<file path="config.mk">
export PLATFORM = sky130hd
export DESIGN_NAME = pipelined_carry_select_adder_flat
export DESIGN_NICKNAME = d
export VERILOG_FILES = /design/src/rtl/csa_pkg.sv /design/src/rtl/pipelined_carry_select_adder_if.sv /design/src/rtl/csa_segment.sv /design/src/rtl/pipelined_carry_select_adder.sv /design/src/flat_wrapper.sv
export SDC_FILE = /design/constraint.sdc
export NUM_CORES = 1
export LEC_CHECK = 0
export ABC_AREA = 1
export BUFFER_PORTS_ARGS = -buffer_cell sky130_fd_sc_hd__buf_2
export CORE_MARGIN = 2
export CORE_UTILIZATION = 25
export CTS_BUF_LIST = sky130_fd_sc_hd__clkbuf_16
export CTS_CLUSTER_SIZE = 28
export DETAILED_ROUTE_END_ITERATION = 10
export PLACE_DENSITY_LB_ADDON = 0.15
export SYNTH_ARGS = -nofsm -noshare
export SYNTH_HDL_FRONTEND = slang
export SYNTH_SLANG_ARGS = --single-unit
</file>
<file path="constraint.sdc">
create_clock -name clk -period 3.8 [get_ports clk]
set_input_delay 0.57 -clock clk [delete_from_list [all_inputs] [get_ports clk]]
set_output_delay 0.57 -clock clk [all_outputs]
set_load 0.02 [all_outputs]
</file>
<file path="src/rtl/csa_pkg.sv">
// Shared constants and the per-stage pipeline record for the pipelined carry-select adder.
package csa_pkg;

    localparam int DEF_WIDTH  = 16;
    localparam int DEF_STAGES = 4;
    // Widest operand the stage record can carry; wider configurations are rejected at elaboration.
    localparam int MAX_WIDTH  = 64;

    // One pipeline stage: operands travel whole (b already in effective form) and the
    // partial sum fills in one segment per stage at its final bit position.
    typedef struct packed {
        logic                 valid;
        logic                 sub;
        logic                 carry;
        logic [MAX_WIDTH-1:0] a;
        logic [MAX_WIDTH-1:0] b;
        logic [MAX_WIDTH-1:0] sum;
    } stage_t;

    // Signed overflow: both addends share a sign that the result does not.
    function automatic logic ovf_flag(input logic a_msb, input logic b_msb, input logic s_msb);
        return (a_msb == b_msb) && (s_msb != a_msb);
    endfunction

endpackage

</file>
<file path="src/rtl/pipelined_carry_select_adder_if.sv">
// Operand/result bus of the pipelined carry-select adder.
interface pipelined_carry_select_adder_if
    import csa_pkg::*;
#(
    parameter int WIDTH = DEF_WIDTH
);
    // Valid/ready: a beat moves on a rising edge where valid && ready; the source holds its
    // payload stable while valid && !ready, and ready never depends combinationally on valid.
    logic             in_valid;
    logic             in_ready;
    logic [WIDTH-1:0] a;
    logic [WIDTH-1:0] b;
    logic             cin;
    logic             sub;
    logic             out_valid;
    logic             out_ready;
    logic [WIDTH-1:0] sum;
    logic             cout;
    logic             ovf;

    modport master (
        output in_valid, a, b, cin, sub, out_ready,
        input  in_ready, out_valid, sum, cout, ovf
    );

    modport slave (
        input  in_valid, a, b, cin, sub, out_ready,
        output in_ready, out_valid, sum, cout, ovf
    );

endinterface

</file>
<file path="src/rtl/csa_segment.sv">
// One carry-select segment: two ripple adders (carry-in 0 and 1) and a select mux.
module csa_segment #(
    parameter int SEG = 4
) (
    input  logic [SEG-1:0] a,
    input  logic [SEG-1:0] b,
    input  logic           cin,
    output logic [SEG-1:0] sum_seg,
    output logic           carry_out
);

    logic [SEG:0]   c0;
    logic [SEG:0]   c1;
    logic [SEG-1:0] s0;
    logic [SEG-1:0] s1;

    always_comb begin
        c0    = '0;
        c1    = '0;
        s0    = '0;
        s1    = '0;
        c1[0] = 1'b1;
        for (int i = 0; i < SEG; i++) begin
            s0[i]   = a[i] ^ b[i] ^ c0[i];
            c0[i+1] = (a[i] & b[i]) | (c0[i] & (a[i] ^ b[i]));
            s1[i]   = a[i] ^ b[i] ^ c1[i];
            c1[i+1] = (a[i] & b[i]) | (c1[i] & (a[i] ^ b[i]));
        end
    end

    assign sum_seg   = cin ? s1 : s0;
    assign carry_out = cin ? c1[SEG] : c0[SEG];

endmodule

</file>
<file path="src/rtl/pipelined_carry_select_adder.sv">
// Add/subtract pipeline: one carry-select segment per stage, skewed operands in, deskewed sum out.
module pipelined_carry_select_adder
    import csa_pkg::*;
#(
    parameter int WIDTH  = DEF_WIDTH,
    parameter int STAGES = DEF_STAGES
) (
    input  logic                           clk,
    input  logic                           rst_n,
    pipelined_carry_select_adder_if.slave  bus
);

    localparam int SAFE_STAGES = (STAGES < 1) ? 1 : STAGES;
    localparam int SEG         = WIDTH / SAFE_STAGES;

    if ((STAGES < 1) || ((WIDTH % SAFE_STAGES) != 0) || (WIDTH > MAX_WIDTH)) begin : g_bad_cfg
        $fatal(1, "pipelined_carry_select_adder: WIDTH must be a multiple of STAGES >= 1 and fit MAX_WIDTH");
    end

    stage_t           pipe     [SAFE_STAGES];
    stage_t           nxt      [SAFE_STAGES];
    logic [SEG-1:0]   seg_a    [SAFE_STAGES];
    logic [SEG-1:0]   seg_b    [SAFE_STAGES];
    logic [SEG-1:0]   seg_sum  [SAFE_STAGES];
    logic             seg_cin  [SAFE_STAGES];
    logic             seg_cout [SAFE_STAGES];
    logic             en;
    logic [WIDTH-1:0] b_eff;
    logic             cin_eff;

    // The whole pipe advances together; it only stalls when a finished result is refused.
    assign en           = !(bus.out_valid && !bus.out_ready);
    assign bus.in_ready = en;

    // Subtraction is a + ~b + !cin, so the carry out reads as "no borrow".
    assign b_eff   = bus.sub ? ~bus.b : bus.b;
    assign cin_eff = bus.sub ? !bus.cin : bus.cin;

    always_comb begin
        seg_a[0]   = bus.a[SEG-1:0];
        seg_b[0]   = b_eff[SEG-1:0];
        seg_cin[0] = cin_eff;
        for (int k = 1; k < SAFE_STAGES; k++) begin
            seg_a[k]   = pipe[k-1].a[k*SEG +: SEG];
            seg_b[k]   = pipe[k-1].b[k*SEG +: SEG];
            seg_cin[k] = pipe[k-1].carry;
        end
    end

    for (genvar k = 0; k < SAFE_STAGES; k++) begin : g_seg
        csa_segment #(
            .SEG (SEG)
        ) u_segment (
            .a         (seg_a[k]),
            .b         (seg_b[k]),
            .cin       (seg_cin[k]),
            .sum_seg   (seg_sum[k]),
            .carry_out (seg_cout[k])
        );
    end

    always_comb begin
        nxt[0]                = '0;
        nxt[0].valid          = bus.in_valid;
        nxt[0].sub            = bus.sub;
        nxt[0].a              = MAX_WIDTH'(bus.a);
        nxt[0].b              = MAX_WIDTH'(b_eff);
        nxt[0].sum[SEG-1:0]   = seg_sum[0];
        nxt[0].carry          = seg_cout[0];
        for (int k = 1; k < SAFE_STAGES; k++) begin
            nxt[k]                   = pipe[k-1];
            nxt[k].sum[k*SEG +: SEG] = seg_sum[k];
            nxt[k].carry             = seg_cout[k];
        end
    end

    // Data only loads behind a valid beat, so bubbles leave the last real result (or the
    // reset zeros) on the outputs instead of garbage.
    always_ff @(posedge clk or negedge rst_n) begin
        if (!rst_n) begin
            for (int k = 0; k < SAFE_STAGES; k++) begin
                pipe[k] <= '0;
            end
        end else if (en) begin
            for (int k = 0; k < SAFE_STAGES; k++) begin
                if (nxt[k].valid) begin
                    pipe[k] <= nxt[k];
                end else begin
                    pipe[k].valid <= 1'b0;
                end
            end
        end
    end

    assign bus.out_valid = pipe[SAFE_STAGES-1].valid;
    assign bus.sum       = pipe[SAFE_STAGES-1].sum[WIDTH-1:0];
    assign bus.cout      = pipe[SAFE_STAGES-1].carry;
    assign bus.ovf       = ovf_flag(pipe[SAFE_STAGES-1].a[WIDTH-1],
                                    pipe[SAFE_STAGES-1].b[WIDTH-1],
                                    pipe[SAFE_STAGES-1].sum[WIDTH-1]);

endmodule

</file>
<file path="src/flat_wrapper.sv">
// flat-port wrapper written by rule: the top's interface ports become plain ports
module pipelined_carry_select_adder_flat import csa_pkg::*;
#(
    parameter int WIDTH  = DEF_WIDTH,
    parameter int STAGES = DEF_STAGES
)
  (clk, rst_n, bus_in_valid, bus_a, bus_b, bus_cin, bus_sub, bus_out_ready, bus_in_ready, bus_out_valid, bus_sum, bus_cout, bus_ovf);
  pipelined_carry_select_adder_if #(.WIDTH(WIDTH)) bus_i ();
  input  logic clk;
  input  logic rst_n;
  input wire logic [$bits(bus_i.in_valid)-1:0] bus_in_valid;
  input wire logic [$bits(bus_i.a)-1:0] bus_a;
  input wire logic [$bits(bus_i.b)-1:0] bus_b;
  input wire logic [$bits(bus_i.cin)-1:0] bus_cin;
  input wire logic [$bits(bus_i.sub)-1:0] bus_sub;
  input wire logic [$bits(bus_i.out_ready)-1:0] bus_out_ready;
  output wire logic [$bits(bus_i.in_ready)-1:0] bus_in_ready;
  output wire logic [$bits(bus_i.out_valid)-1:0] bus_out_valid;
  output wire logic [$bits(bus_i.sum)-1:0] bus_sum;
  output wire logic [$bits(bus_i.cout)-1:0] bus_cout;
  output wire logic [$bits(bus_i.ovf)-1:0] bus_ovf;
  assign bus_i.in_valid = bus_in_valid;
  assign bus_i.a = bus_a;
  assign bus_i.b = bus_b;
  assign bus_i.cin = bus_cin;
  assign bus_i.sub = bus_sub;
  assign bus_i.out_ready = bus_out_ready;
  assign bus_in_ready = bus_i.in_ready;
  assign bus_out_valid = bus_i.out_valid;
  assign bus_sum = bus_i.sum;
  assign bus_cout = bus_i.cout;
  assign bus_ovf = bus_i.ovf;
  pipelined_carry_select_adder #(.WIDTH(WIDTH), .STAGES(STAGES)) u_core (.clk(clk), .rst_n(rst_n), .bus(bus_i));
endmodule
</file>
-- After elaboration in Yosys (flattened, before gate mapping)
Cells that the tools add are included.
- register bits after elaboration: 176
- bits of input ports: 38
- output and inout bits: 20
- logic and storage cells: 159
- equal/unequal tests: 2
- multiplexer cells: 14
- bitwise operators: 114
- reduce and logical (&&, ||, !) cells: 9
- operators by type and width (cell ; count):
    1-bit AND ; 40
    1-bit XOR ; 40
    1-bit bitwise OR ; 28
    16-bit 2-to-1 mux ; 1
    4-bit 2-to-1 mux ; 4
    16-bit NOT ; 1
    1-bit 2-to-1 mux ; 9
    2-bit AND reduction ; 4
    1-bit NOT ; 5
    1-bit logical NOT ; 3
    1-bit logical AND ; 2
    1-bit == test ; 1
    1-bit inequality test ; 1

-- Logic depth before layout (Yosys ltp)
- word-level depth: 11
- mapped depth: 12
- gate-level depth less buffers: 11

-- Modules after synthesis
Synthesis repeated with hierarchy kept, for this count alone.
- cell total of the unflattened synthesis: 590
- area total of the unflattened synthesis: 4829.6 µm²
- by module, submodules not included (module ; times used ; cells an instance ; area each (µm²) ; seq. area each (µm²)):
    pipelined_carry_select_adder ; 1 ; 498 ; 4214.0 ; 2452.4
    csa_segment ; 4 ; 23 ; 153.9 ; 0.0

-- Worst setup path before layout
Ideal clock, no wire load.
- path type: input to register
- start point: input port bus_sub
- end point: register u_core.pipe, in the netlist u_core.nxt[393]
- setup time: 0.116 ns
- arrival time: 2.670 ns
- data required time: 3.684 ns
- setup slack: 1.014 ns
- cell stages on the path: 12
- buffers on the path: 2
- cell sequence: buf_4 buf_4 xnor2_1 ha_1 nor2_1 a21oi_1 fa_1 fa_1 inv_1 fa_1 nand2_1 nand2_1
- longest elaborated chain between the ends: 9
- elaborated cells between the ends (all ways): 21
- those cells by class: 3 x mux; 18 x bitwise
- ends and longest elaborated chain (item ; RTL line ; source):
    start: declaration ; flat_wrapper.sv:15 ; input wire logic [$bits(bus_i.sub)-1:0] bus_sub;
    16-bit 2-to-1 mux ; pipelined_carry_select_adder.sv:36 ; assign b_eff = bus.sub ? ~bus.b : bus.b;
    1-bit AND or 1-bit XOR (tied branches) ; csa_segment.sv:25, csa_segment.sv:27 ;
    1-bit bitwise OR ; csa_segment.sv:27 ; c1[i+1] = (a[i] & b[i]) | (c1[i] & (a[i] ^ b[i]));
    1-bit AND ; csa_segment.sv:27 ;
    1-bit bitwise OR ; csa_segment.sv:27 ;
    1-bit AND ; csa_segment.sv:27 ;
    1-bit bitwise OR ; csa_segment.sv:27 ;
    1-bit XOR ; csa_segment.sv:26 ; s1[i] = a[i] ^ b[i] ^ c1[i];
    4-bit 2-to-1 mux (*) ; csa_segment.sv:31 ; assign sum_seg = cin ? s1 : s0;
    net u_core.g_seg[0].u_segment.sum_seg[3] ; csa_segment.sv:8 ; output logic [SEG-1:0] sum_seg,
    end signal: indexed assignment ; pipelined_carry_select_adder.sv:87 ; pipe[k] <= nxt[k];
    end: declaration ; pipelined_carry_select_adder.sv:20 ; stage_t pipe [SAFE_STAGES];
Mark *: on every way through the listed nets, which the timed path passes. The rest lies on a longest branch.
A chain may end at the register's enable or synchronous reset.

-- Final worst setup path
Same ends and word-level chain as after synthesis.

==> metrics.md <==
| Metric | Value |
|---|---|
| Fin nets | around 560 |
| Top cell by count, worst path | fa_1 |
| Slew @ Worst Pin | just under 800 ps |
| Distinct cells, synth | 22 |
| Area of the multi-input gates | around 1600 um^2 |
| Tightest hold margin | between 300 and 400 ps |
| Leak | about 2.5 nW |
| DIE HEIGHT | around 140 um |
| Vias | between 2000 and 3000 |
| Seq/Total Area, Yosys | around 54% |
| Outcome | complete, no violations |
| DIE AREA | around 19000 um^2 |
| DP Worst Slack | ~1100 ps |
| Inserted Diodes | 0 |
| Avg Vias per Cell | approximately 3.8 |
| DR iter-0 viols | about 100 |
| Final setup viols | 0 |
| Fin crit share | 61.35% |
| Final Hold Fails | 0 |
| Root Buffer | clkbuf_16 |
| I/O pin count | 58 |
| Async set or reset register ratio after synthesis | 100.0% |
| Post-synth EDFFs | 0 |
| Most common flop cell mapped by yosys | dfrtp_1 |
| Post-Syn Instances | approximately 470 |
| Max cap viols | 0 |
| Slew margin rel. | about 47% |
| Achievable frequency | around 430 MHz |
| Vias in the first global route | 2890 |
| Routed Antenna Nets | 0 |
| Num rows | a little under 50 |
| Floorplan core area | approximately 18000 um^2 |
| Share of post-route cells with drive strength above 1 | 17.55% |
| Mapped Nets | 523 |
| Hold_buf cts | 0 |
| CP required | about 4000 ps |
| Crit end category | flip-flop |
| Placed wire-length estimate | around 6.3 mm |
| Worst min path class | primary input to asynchronous set/reset pin |
| Synth warnings | 0 |
| Slew Limit Fails | 0 |
| Post-Route Setup TNS | 0 ps |
| Post-CTS Setup Inserts | 0 |
| Post-synthesis register bit count | 98 |
| Fillcell total | between 1500 and 2000 |
| Skew-Pair Late Insertion Delay | between 300 and 400 ps |
| Starting density of the core | between 20% and 30% |
| Final WL | roughly 8.7 mm |
| Top cells by area, synth | dfrtp_1 (54%), nand2_1 (13%), fa_1 (5.3%) |
| Avg Inst Size Synth | roughly 10 um^2 |
| Initial DRT Pass Iterations | 4 |
| Antenna violations before repair | 0 |
| Synthesized area | around 4500 um^2 |
| Register area | about 2500 um^2 |
| Pwr Density | ~740 nW/um^2 |
| Area growth, synth to finish | 12.97% |
| Commonest non-fill, non-tap cells in the layout | nand2_1 (160), dfrtp_1 (98), buf_2 (56) |
| First-pass GRT wire length | approximately 15 mm |
| Max incr delay on CP | roughly 400 ps |
| Tmin final | 2331 ps |
| CTS tree | yes |
| Die X | 138.5 um |
| Port bufs | 57 |
| Most common cell after layout, fill and taps aside | nand2_1 |
| Synth top area share | between 50 and 60% |
| Crit path launch type | primary input |
| Gpl congestion | about 0.71 |
| # DRC | 0 |
| Cell accounting for the most synthesized area | dfrtp_1 |
| Clock Sinks | just under 100 |
| Worst ir drop on vdd | around 240 uV |
| GR Overflow Total | 0 |
| Clk slew on worst S/H paths | about 60 ps |
| CP max FO | 7 |
| GRT Util Overall | roughly a tenth |
| PnR worst setup slack | 1469 ps |
| Bufs on Longest Clock Path | 2 |
| H-tree depth | 3 |
| Inserted Clock Buffers | 9 |
| Worst EP arrival | about 2600 ps |
| CP Class | primary input to flip-flop |
| WL/cell | 11.88 um |
| Crit-path cells | buf_2, xnor2_1, ha_1, nor2_1, a21oi_1, fa_1, fa_1, inv_1, fa_1, nand2_1, nand2_1 |
| Clock Skew | roughly 6 ps |
| Unrepaired setup endpoints after global routing | no |
| Post-CTS resize count | 0 |
| Critical-path top delay cell | fa_1 |
| Pin count of the biggest net entering global routing | 63 |
-- cell families after synthesis --
group,Yosys count,share of synthesized area [%]
flip-flops,98,54.20
adder cells (fa/ha/maj),20,7.522
AO/OA/AOI/OAI,72,8.545
buffers and inverters,79,9.707
XOR/XNOR,19,3.678
AND/OR/NAND/NOR,177,16.34
-- worst paths after layout --
check / from / to / cells past startpoint / slack (ps)
max in group asynchronous: rst_n / u_core.nxt[332] / 2 / 2700
max: bus_sub / u_core.nxt[393] / 11 / 1470
min: rst_n / u_core.bus.sum[14] / 1 / 310
max reg2reg: u_core.nxt[458] / u_core.nxt[202] / 8 / 1560
min in group clk: bus_a[11] / u_core.nxt[529] / 3 / 430
min reg2reg: u_core.nxt[526] / u_core.nxt[526] / 2 / 470
-- layout make-up --
type / instances / share of cell area [%]
sequential: 98 / 47.98
multi-input combinational: 288 / 31.95
timing repair buffer: 60 / 6.071
tap: 229 / 5.606
clock buffer: 9 / 4.406
inverter: 46 / 3.476
clock inverter: 6 / 0.5141
-- synthesized netlist by cell type (2+ instances only) --
master	n
o21ai_2	7
nand2_1	160
o21ai_1	28
ha_1	8
fa_1	12
a21oi_1	5
nor2_1	6
buf_2	5
dfrtp_1	98
buf_4	21
nand2_4	4
o21ai_0	32
nand3_1	2
inv_1	44
buf_6	7
xnor2_1	18
nor2_4	3
-- sequential cells by signal, summed over array words and instances, names as in the netlist --
signal,cells
u_core.bus.cout,1
u_core.bus.out_valid,1
u_core.bus.sum,16
u_core.nxt,75
u_core.pipe,5
-- worst max-delay path, delay by kind of cell --
kind / cells / cell delay [ps]
simple gates: 3 / 220
compound gates: 1 / 60
xor+xnor: 1 / 150
fa+ha+maj: 4 / 1330
buf+inv: 2 / 230
-- metal layers --
metal | track usage [%] | wire, um
met5 | 0 | 0
met4 | 4.834 | 202
met3 | 1.974 | 349
met2 | 12.85 | 3367
met1 | 14.65 | 4826
-- through the flow --
stage / util [%] / total power [mW] / instance area, um^2 / instances
4_1_cts: 28.65 / 3.892 / 5111 / 736
6_report: 28.65 / 3.802 / 5111 / 736
2_1_floorplan: - / 2.793 / 4524 / 465
3_5_place_dp: 27.24 / 3.064 / 4860 / 721
5_1_grt: 28.65 / 4.168 / 5111 / 736
3_3_place_gp: 27.24 / 3.042 / 4860 / 721
-- power by group --
part	total [mW]	switching, mW	internal, mW
clock network	0.803	0.374	0.430
registers	1.68	0.227	1.46
logic	1.31	0.841	0.473
No activity file was read; power rests on OpenSTA's default activity.
